--- src/rtl/riscv_bp_pkg.sv ---
// rtl/riscv_bp_pkg.sv - shared types and helpers for the branch predictor
package riscv_bp_pkg;

    typedef enum logic [1:0] {
        BR  = 2'd0,
        JAL = 2'd1,
        JMP = 2'd2,
        RET = 2'd3
    } btb_type_e;

    localparam logic [1:0] CTR_SNT = 2'b00;
    localparam logic [1:0] CTR_WNT = 2'b01;
    localparam logic [1:0] CTR_WT  = 2'b10;
    localparam logic [1:0] CTR_ST  = 2'b11;

    function automatic logic is_link_reg(input logic [4:0] r);
        return (r == 5'd1) || (r == 5'd5);
    endfunction

    function automatic logic [1:0] ctr_next(input logic [1:0] c, input logic taken);
        if (taken)
            return (c == CTR_ST) ? CTR_ST : c + 2'b01;
        return (c == CTR_SNT) ? CTR_SNT : c - 2'b01;
    endfunction

endpackage

--- src/rtl/branch_predictor_if.sv ---
// rtl/branch_predictor_if.sv - fetch lookup and execute resolution bus
interface branch_predictor_if #(
    parameter int XLEN = 32
);
    logic [XLEN-1:0] if_pc;
    logic            pred_taken;
    logic [XLEN-1:0] pred_target;
    logic            ex_valid;
    logic [XLEN-1:0] ex_pc;
    logic            ex_is_branch;
    logic            ex_is_jal;
    logic            ex_is_jalr;
    logic            ex_rd_link;
    logic            ex_rs1_link;
    logic            ex_taken;
    logic [XLEN-1:0] ex_target;
    logic            ex_pred_taken;
    logic [XLEN-1:0] ex_pred_target;
    logic            mispredict;
    logic [XLEN-1:0] redirect_pc;
    logic [31:0]     perf_branches;
    logic [31:0]     perf_mispredicts;

    modport master (
        output if_pc, ex_valid, ex_pc, ex_is_branch, ex_is_jal, ex_is_jalr,
               ex_rd_link, ex_rs1_link, ex_taken, ex_target, ex_pred_taken, ex_pred_target,
        input  pred_taken, pred_target, mispredict, redirect_pc, perf_branches, perf_mispredicts
    );

    modport slave (
        input  if_pc, ex_valid, ex_pc, ex_is_branch, ex_is_jal, ex_is_jalr,
               ex_rd_link, ex_rs1_link, ex_taken, ex_target, ex_pred_taken, ex_pred_target,
        output pred_taken, pred_target, mispredict, redirect_pc, perf_branches, perf_mispredicts
    );
endinterface

--- src/rtl/bp_ras.sv ---
// rtl/bp_ras.sv - circular return-address stack, overwrites oldest entry when full
module bp_ras #(
    parameter int XLEN  = 32,
    parameter int DEPTH = 4
) (
    input  logic            clk,
    input  logic            rst,
    input  logic            push,
    input  logic            pop,
    input  logic [XLEN-1:0] push_data,
    output logic [XLEN-1:0] top,
    output logic            empty
);
    localparam int PW = (DEPTH > 1) ? $clog2(DEPTH) : 1;
    localparam int CW = $clog2(DEPTH + 1);

    logic [XLEN-1:0] mem [DEPTH];
    logic [PW-1:0]   ptr;
    logic [PW-1:0]   top_ptr;
    logic [CW-1:0]   count;
    logic            full;
    logic            do_pop;

    function automatic logic [PW-1:0] wrap_inc(input logic [PW-1:0] p);
        return (p == PW'(DEPTH - 1)) ? '0 : p + 1'b1;
    endfunction

    function automatic logic [PW-1:0] wrap_dec(input logic [PW-1:0] p);
        return (p == '0) ? PW'(DEPTH - 1) : p - 1'b1;
    endfunction

    assign top_ptr = wrap_dec(ptr);
    assign top     = mem[top_ptr];
    assign empty   = (count == '0);
    assign full    = (count == CW'(DEPTH));
    assign do_pop  = pop && !empty;

    always_ff @(posedge clk or posedge rst) begin
        if (rst) begin
            ptr   <= '0;
            count <= '0;
        end else if (push && !do_pop) begin
            ptr <= wrap_inc(ptr);
            if (!full)
                count <= count + 1'b1;
        end else if (do_pop && !push) begin
            ptr   <= top_ptr;
            count <= count - 1'b1;
        end
    end

    // Pop+push on a non-empty stack rewrites the top slot in place.
    always_ff @(posedge clk) begin
        if (push)
            mem[do_pop ? top_ptr : ptr] <= push_data;
    end
endmodule

--- src/rtl/branch_predictor.sv ---
// rtl/branch_predictor.sv - direct-mapped BTB with 2-bit counters and a RAS
module branch_predictor
    import riscv_bp_pkg::*;
#(
    parameter int         XLEN        = 32,
    parameter int         BTB_ENTRIES = 16,
    parameter int         RAS_DEPTH   = 4,
    parameter logic [1:0] CNT_INIT    = CTR_WNT
) (
    input  logic             clk,
    input  logic             rst,
    branch_predictor_if.slave bp
);
    localparam int IDX   = $clog2(BTB_ENTRIES);
    localparam int TAG_W = XLEN - IDX - 2;

    logic            btb_valid  [BTB_ENTRIES];
    logic [TAG_W-1:0] btb_tag   [BTB_ENTRIES];
    logic [XLEN-1:0] btb_target [BTB_ENTRIES];
    btb_type_e       btb_type   [BTB_ENTRIES];
    logic [1:0]      btb_ctr    [BTB_ENTRIES];

    logic [IDX-1:0]  f_idx;
    logic            f_hit;
    logic [IDX-1:0]  e_idx;
    logic [TAG_W-1:0] e_tag;
    logic            e_hit_br;
    logic            cf_valid;
    btb_type_e       alloc_type;
    logic [XLEN-1:0] ras_top;
    logic            ras_empty;
    logic            ras_push;
    logic            ras_pop;
    logic [31:0]     perf_br;
    logic [31:0]     perf_mp;

    assign f_idx = bp.if_pc[IDX+1:2];
    assign f_hit = btb_valid[f_idx] && (btb_tag[f_idx] == bp.if_pc[XLEN-1:IDX+2]);

    always_comb begin
        bp.pred_taken  = 1'b0;
        bp.pred_target = bp.if_pc + XLEN'(4);
        if (f_hit) begin
            case (btb_type[f_idx])
                BR: if (btb_ctr[f_idx][1]) begin
                    bp.pred_taken  = 1'b1;
                    bp.pred_target = btb_target[f_idx];
                end
                JAL, JMP: begin
                    bp.pred_taken  = 1'b1;
                    bp.pred_target = btb_target[f_idx];
                end
                RET: begin
                    bp.pred_taken  = 1'b1;
                    bp.pred_target = ras_empty ? btb_target[f_idx] : ras_top;
                end
                default: ;
            endcase
        end
    end

    assign cf_valid = bp.ex_valid && (bp.ex_is_branch || bp.ex_is_jal || bp.ex_is_jalr);
    assign e_idx    = bp.ex_pc[IDX+1:2];
    assign e_tag    = bp.ex_pc[XLEN-1:IDX+2];
    assign e_hit_br = btb_valid[e_idx] && (btb_tag[e_idx] == e_tag) && (btb_type[e_idx] == BR);

    always_comb begin
        alloc_type = BR;
        if (bp.ex_is_jal)
            alloc_type = JAL;
        else if (bp.ex_is_jalr)
            alloc_type = (bp.ex_rs1_link && !bp.ex_rd_link) ? RET : JMP;
    end

    always_ff @(posedge clk or posedge rst) begin
        if (rst) begin
            for (int i = 0; i < BTB_ENTRIES; i++) begin
                btb_valid[i]  <= 1'b0;
                btb_tag[i]    <= '0;
                btb_target[i] <= '0;
                btb_type[i]   <= BR;
                btb_ctr[i]    <= CNT_INIT;
            end
        end else if (cf_valid) begin
            if (bp.ex_is_branch && e_hit_br) begin
                btb_ctr[e_idx]    <= ctr_next(btb_ctr[e_idx], bp.ex_taken);
                btb_target[e_idx] <= bp.ex_target;
            end else if (!bp.ex_is_branch || bp.ex_taken) begin
                btb_valid[e_idx]  <= 1'b1;
                btb_tag[e_idx]    <= e_tag;
                btb_target[e_idx] <= bp.ex_target;
                btb_type[e_idx]   <= alloc_type;
                btb_ctr[e_idx]    <= CTR_WT;
            end
        end
    end

    // Only link flags reach us, so a JALR with both links is treated as rd != rs1.
    assign ras_push = cf_valid && (bp.ex_is_jal || bp.ex_is_jalr) && bp.ex_rd_link;
    assign ras_pop  = cf_valid && bp.ex_is_jalr && bp.ex_rs1_link;

    bp_ras #(
        .XLEN  (XLEN),
        .DEPTH (RAS_DEPTH)
    ) u_ras (
        .clk       (clk),
        .rst       (rst),
        .push      (ras_push),
        .pop       (ras_pop),
        .push_data (bp.ex_pc + XLEN'(4)),
        .top       (ras_top),
        .empty     (ras_empty)
    );

    assign bp.mispredict  = cf_valid && ((bp.ex_taken != bp.ex_pred_taken) ||
                            (bp.ex_taken && (bp.ex_target != bp.ex_pred_target)));
    assign bp.redirect_pc = bp.ex_taken ? bp.ex_target : bp.ex_pc + XLEN'(4);

    always_ff @(posedge clk or posedge rst) begin
        if (rst) begin
            perf_br <= '0;
            perf_mp <= '0;
        end else if (cf_valid) begin
            if (perf_br != '1)
                perf_br <= perf_br + 1'b1;
            if (bp.mispredict && perf_mp != '1)
                perf_mp <= perf_mp + 1'b1;
        end
    end

    assign bp.perf_branches    = perf_br;
    assign bp.perf_mispredicts = perf_mp;
endmodule
--- src/flat_wrapper.sv ---
// flat-port wrapper written by rule: the top's interface ports become plain ports
module branch_predictor_flat import riscv_bp_pkg::*;
#(
    parameter int         XLEN        = 32,
    parameter int         BTB_ENTRIES = 16,
    parameter int         RAS_DEPTH   = 4,
    parameter logic [1:0] CNT_INIT    = CTR_WNT
)
  (clk, rst, bp_if_pc, bp_ex_valid, bp_ex_pc, bp_ex_is_branch, bp_ex_is_jal, bp_ex_is_jalr, bp_ex_rd_link, bp_ex_rs1_link, bp_ex_taken, bp_ex_target, bp_ex_pred_taken, bp_ex_pred_target, bp_pred_taken, bp_pred_target, bp_mispredict, bp_redirect_pc, bp_perf_branches, bp_perf_mispredicts);
  branch_predictor_if #(.XLEN(XLEN)) bp_i ();
  input  logic clk;
  input  logic rst;
  input wire logic [$bits(bp_i.if_pc)-1:0] bp_if_pc;
  input wire logic [$bits(bp_i.ex_valid)-1:0] bp_ex_valid;
  input wire logic [$bits(bp_i.ex_pc)-1:0] bp_ex_pc;
  input wire logic [$bits(bp_i.ex_is_branch)-1:0] bp_ex_is_branch;
  input wire logic [$bits(bp_i.ex_is_jal)-1:0] bp_ex_is_jal;
  input wire logic [$bits(bp_i.ex_is_jalr)-1:0] bp_ex_is_jalr;
  input wire logic [$bits(bp_i.ex_rd_link)-1:0] bp_ex_rd_link;
  input wire logic [$bits(bp_i.ex_rs1_link)-1:0] bp_ex_rs1_link;
  input wire logic [$bits(bp_i.ex_taken)-1:0] bp_ex_taken;
  input wire logic [$bits(bp_i.ex_target)-1:0] bp_ex_target;
  input wire logic [$bits(bp_i.ex_pred_taken)-1:0] bp_ex_pred_taken;
  input wire logic [$bits(bp_i.ex_pred_target)-1:0] bp_ex_pred_target;
  output wire logic [$bits(bp_i.pred_taken)-1:0] bp_pred_taken;
  output wire logic [$bits(bp_i.pred_target)-1:0] bp_pred_target;
  output wire logic [$bits(bp_i.mispredict)-1:0] bp_mispredict;
  output wire logic [$bits(bp_i.redirect_pc)-1:0] bp_redirect_pc;
  output wire logic [$bits(bp_i.perf_branches)-1:0] bp_perf_branches;
  output wire logic [$bits(bp_i.perf_mispredicts)-1:0] bp_perf_mispredicts;
  assign bp_i.if_pc = bp_if_pc;
  assign bp_i.ex_valid = bp_ex_valid;
  assign bp_i.ex_pc = bp_ex_pc;
  assign bp_i.ex_is_branch = bp_ex_is_branch;
  assign bp_i.ex_is_jal = bp_ex_is_jal;
  assign bp_i.ex_is_jalr = bp_ex_is_jalr;
  assign bp_i.ex_rd_link = bp_ex_rd_link;
  assign bp_i.ex_rs1_link = bp_ex_rs1_link;
  assign bp_i.ex_taken = bp_ex_taken;
  assign bp_i.ex_target = bp_ex_target;
  assign bp_i.ex_pred_taken = bp_ex_pred_taken;
  assign bp_i.ex_pred_target = bp_ex_pred_target;
  assign bp_pred_taken = bp_i.pred_taken;
  assign bp_pred_target = bp_i.pred_target;
  assign bp_mispredict = bp_i.mispredict;
  assign bp_redirect_pc = bp_i.redirect_pc;
  assign bp_perf_branches = bp_i.perf_branches;
  assign bp_perf_mispredicts = bp_i.perf_mispredicts;
  branch_predictor #(.XLEN(XLEN), .BTB_ENTRIES(BTB_ENTRIES), .RAS_DEPTH(RAS_DEPTH), .CNT_INIT(CNT_INIT)) u_core (.clk(clk), .rst(rst), .bp(bp_i));
endmodule
--- config.mk ---
export PLATFORM = sky130hd
export DESIGN_NAME = branch_predictor_flat
export DESIGN_NICKNAME = d
export VERILOG_FILES = /design/src/rtl/riscv_bp_pkg.sv /design/src/rtl/branch_predictor_if.sv /design/src/rtl/bp_ras.sv /design/src/rtl/branch_predictor.sv /design/src/flat_wrapper.sv
export SDC_FILE = /design/constraint.sdc
export NUM_CORES = 2
export LEC_CHECK = 0
export BUFFER_PORTS_ARGS = -buffer_cell sky130_fd_sc_hd__buf_2
export CAP_MARGIN = 20
export CORE_ASPECT_RATIO = 0.8
export CORE_UTILIZATION = 45
export CTS_BUF_LIST = sky130_fd_sc_hd__clkbuf_8
export DETAILED_ROUTE_END_ITERATION = 10
export PLACE_DENSITY = 0.64
export SLEW_MARGIN = 20
export SYNTH_ARGS = -nofsm -noshare
export SYNTH_HDL_FRONTEND = slang
export SYNTH_SLANG_ARGS = --single-unit
--- constraint.sdc ---
create_clock -name clk -period 43.6 [get_ports clk]
set_input_delay 6.54 -clock clk [delete_from_list [all_inputs] [get_ports clk]]
set_output_delay 6.54 -clock clk [all_outputs]
set_load 0.02 [all_outputs]
### Yosys cells after proc, flatten, opt, wreduce, memory -nomap -nowiden

Memories as Yosys holds them, arrays and structs flattened.
Index checks and enable logic that the tools add are counted.

* add/subtract/negate cells: 10
* reductions and logical operators: 41
* muxes and demuxes: 73
* bitwise operators: 7
* equal/unequal tests: 13
* order comparisons: 3

Operators by type and width (number)
* 2-to-1 mux 512 bit: 2
* bitwise mux 512 bit: 1
* bitwise mux 416 bit: 1
* 2-to-1 mux 32 bit: 9
* binary-select mux 26 bit (select 4 bit): 2
* 2-to-1 mux 26 bit: 5
* binary-select mux 32 bit (select 4 bit): 1
* demux 32 bit (select 4 bit): 1
* demux 26 bit (select 4 bit): 1
* one-hot mux 32 bit (3 select lines): 1
* adder 32 x 1 -> 32 bit (second input constant): 2
* adder 32 x 3 -> 32 bit (second input constant): 2
* bitwise mux 32 bit: 2
* inequality test 32 bit (second input constant): 2
* == test 26 bit: 2
* 2-to-1 mux 2 bit: 22
* binary-select mux 2 bit (select 4 bit): 4
* inequality test 32 bit: 1
* OR 16 bit: 2
* logical AND 1 bit: 17
* AND 16 bit: 1
* inverter 16 bit: 1
* 2-to-1 mux 1 bit: 13
* greater-or-equal comparator 5 bit (second input constant): 2
* other kinds (26): 50

* memories: 1
* bits in registers: 1077
* input bits: 138
* output and inout bits: 130
* memory bits (writable): 128

Memory list
* u_core.u_ras.mem: depth 4, bits a word 32, rd ports 1, clocked after Yosys merged registers in 0, write ports 1, RTL line bp_ras.sv:17 `logic [XLEN-1:0] mem [DEPTH];`

### Depth between registers and ports, before layout

* word-level depth: 15
* gate-level depth with buffers: 18
* gate-level depth less buffers: 10

### Modules after synthesis

From an unflattened synthesis, not the netlist that was laid out.

* cells, all modules: 4166
* area total of the unflattened synthesis: 61669.1 um^2

By module, submodules not included
* branch_predictor: area an instance 56565.5 um^2, times used 1, sequential area each 26845.7 um^2, cells each 3945
* bp_ras: area an instance 5103.6 um^2, times used 1, sequential area each 3968.8 um^2, cells each 221

### Worst setup path after synthesis

OpenSTA, ideal clock, no wires.

* path type: input port to output port
* from: input bp_if_pc[2]
* to: output bp_pred_target[10]
* arrival: 11.315 ns
* slack: 25.745 ns
* stages on the path: 18
* cell sequence: buf_2 -> buf_4 -> buf_2 -> buf_2 -> buf_2 -> buf_2 -> buf_2 -> buf_2 -> mux4_2 -> mux4_2 -> inv_1 -> ha_1 -> a21o_1 -> o21bai_1 -> clkbuf_1 -> nor2b_1 -> a21oi_1 -> o21ai_0

* cells in the longest elaborated chain, start to end: 8

Ends and longest elaborated chain
* from (decl): RTL line flat_wrapper.sv:13 `input wire logic [$bits(bp_i.if_pc)-1:0] bp_if_pc;`
* parallel branches: the longest is 7 deep, another holds adder 32 x 3 -> 32 bit
* 2-to-1 mux 32 bit (*): RTL line branch_predictor.sv:43 `if (f_hit) begin`
* to (decl): RTL line flat_wrapper.sv:26 `output wire logic [$bits(bp_i.pred_target)-1:0] bp_pred_target;`

Every way passes the cells marked *. The select of a mux whose other input is x is not followed.

### Worst setup path in the final report

* from: input bp_if_pc[2]
* to: output bp_pred_target[3]

Same word-level chain as after synthesis.

==> summary.md <==
| Metric | Value |
|---|---|
| Setup_tns | 0 ps |
| Post-CTS setup buffer count | 0 |
| Final hold slack | around 480 ps |
| Fin nets | ~4,600 |
| Hold Startpoint | u_core.bp.perf_mispredicts[12] |
| Final hold vios | 0 |
| Drc violations | 0 |
| Clk buf depth | 3 |
| Share of layout cells above drive strength 1 | 0.458 |
| Total die area | 0.139 mm^2 |
| Final worst slack | approximately 25,000 ps |
| Total wire length | around 190,000 um |
| # rows | roughly 120 |
| Crit start category | input port |
| Synthesis-stage register bit count | between 1,000 and 1,500 |
| Leakage | slightly below 30 nW |
| Worst R2R Path Depth | 10 |
| Hold crit path type | reg2reg |
| First-pass GRT wire length | 280,000 um |
| CTS tree | done |
| Placed Cells | around 6,000 |
| Synth warn | 0 |
| F_max | between 50 and 60 MHz |
| RSZ-0062 raised after global routing | false |
| DR vias/cell | between 6 and 7 |
| Wire per inst | between 30 and 40 um |
| Synthesized instance count | approximately 4,300 |
| Gpl congestion | between 0.9 and 1 |
| Critical path arrival | about 12,000 ps |
| Share of flip-flops with an asynchronous set or reset | 0.894 |
| Pwr Density | around 50 mW/mm^2 |
| Setup slack, reg-to-reg | between 30,000 and 40,000 ps |
| Synth Cell Area | a little over 0.06 mm^2 |
| Peak supply drop | around 0.034 mV |
| Global route total overflow | 0 |
| WHS Path Cells | 1 |
| Total CTS buffers | around 200 |
| Vias in the first global route | 39,688 |
| Maxcap violations | 0 |
| Leading area contributor after synthesis | dfrtp_1 |
| Pre-CTS setup slack | about 25,000 ps |
| Die W | between 400 and 500 um |
| Commonest non-fill, non-tap cell in the layout | dfrtp_1 |
| Clk sinks | between 1,000 and 1,500 |
| Die height | about 330 um |
| Initial antenna violation count | 15 |
| Rel. slew slack | 0.155 |
| H-tree depth | 4 |
| Worst slew pin tran | ~1300 ps |
| Commonest cells after routing, fill and taps aside | dfrtp_1 (1,060), mux2_2 (996), mux4_2 (389) |
| Run status | finished, final reports clean |
| Share of the synthesized area in the top cell type | 0.430 |
| Port Buffer Count | between 200 and 300 |
| Ranking of synthesized cells by area | dfrtp_1 (43%), mux2_2 (18%), mux4_2 (14%), edfxtp_1 (6.2%), mux2i_1 (2.1%) |
| Ports | 268 |
| CTS resizes | 0 |
| Min Tclk post-route | 18,690 ps |
| Clk Latency, worst-skew pair | 950 ps |
| Tot Pwr | ~3.3 mW |
| Layout Skew | between 70 and 80 ps |
| RR Startpoint | u_core.btb_tag[104] |
| Capture point of the worst reg-to-reg path | u_core.btb_target[33] |
| Register area share after synthesis | 0.499 |
| Crit share post-route | 0.429 |
| Crit path max fanout | roughly 110 |
| Critical path required time | 37,060 ps |
| DR vias | 39,614 |
| Post-DP HPWL | 119,000 um |
| Clk root buf | clkbuf_8 |
| Reg clk slew, reported paths | 60 ps |
| Post-synth EDFFs | 128 |
| Largest net degree at the start of global routing | ~170 |
| Post-Layout Cell Count | roughly 6,400 |
| Dominant synthesized flop cell | dfrtp_1 |
| Crit path kind | in2out |
| Initial DRT Pass Iterations | 6 |
| Initial Util | 0.454 |
| Element type at the critical path end | primary output |
| # fillers | ~11,000 |
| WHS Endpoint | u_core.bp.perf_mispredicts[12] |
| CTS Hold Buffers Added | 0 |
| Detail Route Antenna Nets | 0 |
| Synth Net Count | roughly 4,400 |
| Area Overhead vs Synth | 10.6% |
| Core ar. | 0.136 mm^2 |
| Netlist cell types | 86 |
| Average size of a mapped cell | approximately 15 um^2 |
| Initial DRC Count | around 3,900 |
| GRT Total Usage | 0.276 |
| Final Slew Violations | 0 |
| Endpoints failing setup | 0 |
## how the worst max path moves through the flow
| stage | from | end | slack, ps | cells past startpoint |
|---|---|---|---|---|
| after floorplan | rst | u_core.bp.perf_branches[0] | 6770 | 1 |
| after global placement | bp_if_pc[2] | bp_pred_target[4] | 24240 | 11 |
| after detailed placement | bp_if_pc[2] | bp_pred_target[4] | 24610 | 14 |
| after CTS | bp_if_pc[2] | bp_pred_target[3] | 24600 | 14 |
| after global routing | bp_if_pc[2] | bp_pred_target[3] | 24610 | 14 |
| final | bp_if_pc[2] | bp_pred_target[3] | 24910 | 14 |
## where the power goes
part / internal (mW) / total [mW] / switching (mW)
clock: 0.523 / 1.01 / 0.482
combinational: 0.429 / 0.811 / 0.382
sequential: 1.38 / 1.52 / 0.150
total: 2.33 / 3.34 / 1.01
## state kept, by name (all words and copies together), names as in the netlist
register,flops
u_core.btb_ctr,32
u_core.btb_type,32
u_core.u_ras.ptr,2
u_core.btb_tag,416
u_core.btb_target,512
u_core.btb_valid,16
u_core.u_ras.mem,128
u_core.bp.perf_branches,32
u_core.bp.perf_mispredicts,32
u_core.u_ras.count,3
## per-layer routing
metal / part of all wire / vias to the layer above / global-route usage
li1: - / 16386 / -
met1: 0.43 / 21232 / 0.387
met2: 0.45 / 1609 / 0.414
met3: 0.073 / 385 / 0.0546
met4: 0.048 / 2 / 0.125
met5: 0.000063 / - / 0
## per-stage QoR
step / area, um^2 / utilization
after detailed placement: 64300 / 0.472
final: 68300 / 0.502
after global placement: 64300 / 0.472
after CTS: 68300 / 0.502
after floorplan: 61800 / -
after global routing: 68300 / 0.502
## synthesized netlist by cell type (26+ instances only)
| master | n |
|---|---|
| buf_2 | 88 |
| edfxtp_1 | 128 |
| nand3_1 | 77 |
| mux2_2 | 996 |
| inv_1 | 60 |
| nor2b_1 | 36 |
| a221oi_1 | 26 |
| o21ai_0 | 58 |
| buf_6 | 42 |
| nor3_1 | 33 |
| mux2_1 | 28 |
| mux4_2 | 389 |
| a21oi_1 | 46 |
| xor2_1 | 68 |
| and3_1 | 28 |
| mux2i_1 | 130 |
| nand4_1 | 32 |
| dfrtp_1 | 1061 |
| xnor2_1 | 120 |
| a22o_1 | 29 |
| buf_1 | 63 |
| nand2_1 | 92 |
| clkbuf_1 | 175 |
| nor2_1 | 94 |
## final cells by class
| class | count | area, um^2 | area share |
|---|---|---|---|
| Tap cell | 1783 | 2230 | 0.0327 |
| Clock inverter | 117 | 703 | 0.0103 |
| Inverter | 65 | 254 | 0.00372 |
| Sequential cell | 1205 | 30800 | 0.451 |
| Timing Repair Buffer | 350 | 2070 | 0.0303 |
| Antenna cell | 7 | 17.5 | 0.000256 |
| Clock buffer | 239 | 3290 | 0.0481 |
| Multi-Input combinational cell | 2592 | 28900 | 0.424 |
## cell families after synthesis
kind of cell / Yosys count / synth area share
AND/OR/NAND/NOR: 517 / 0.0447
AO/OA/AOI/OAI: 326 / 0.0401
multiplexers: 1543 / 0.350
buffers and inverters: 458 / 0.0362
XOR/XNOR: 189 / 0.0269
adder cells (fa/ha/maj): 17 / 0.00348
flip-flops: 1205 / 0.499
## critical path: stages
cell      delay (ps)
buf_8            440
buf_12           670
buf_6            650
mux4_2           590
mux4_2           530
inv_1            110
ha_1             250
a21o_1           390
o21bai_2         860
nor2b_1          120
a21oi_1          150
o21ai_0          110
buf_4            220
buf_2            170
Note: power is estimated with default switching activity, not from simulation.
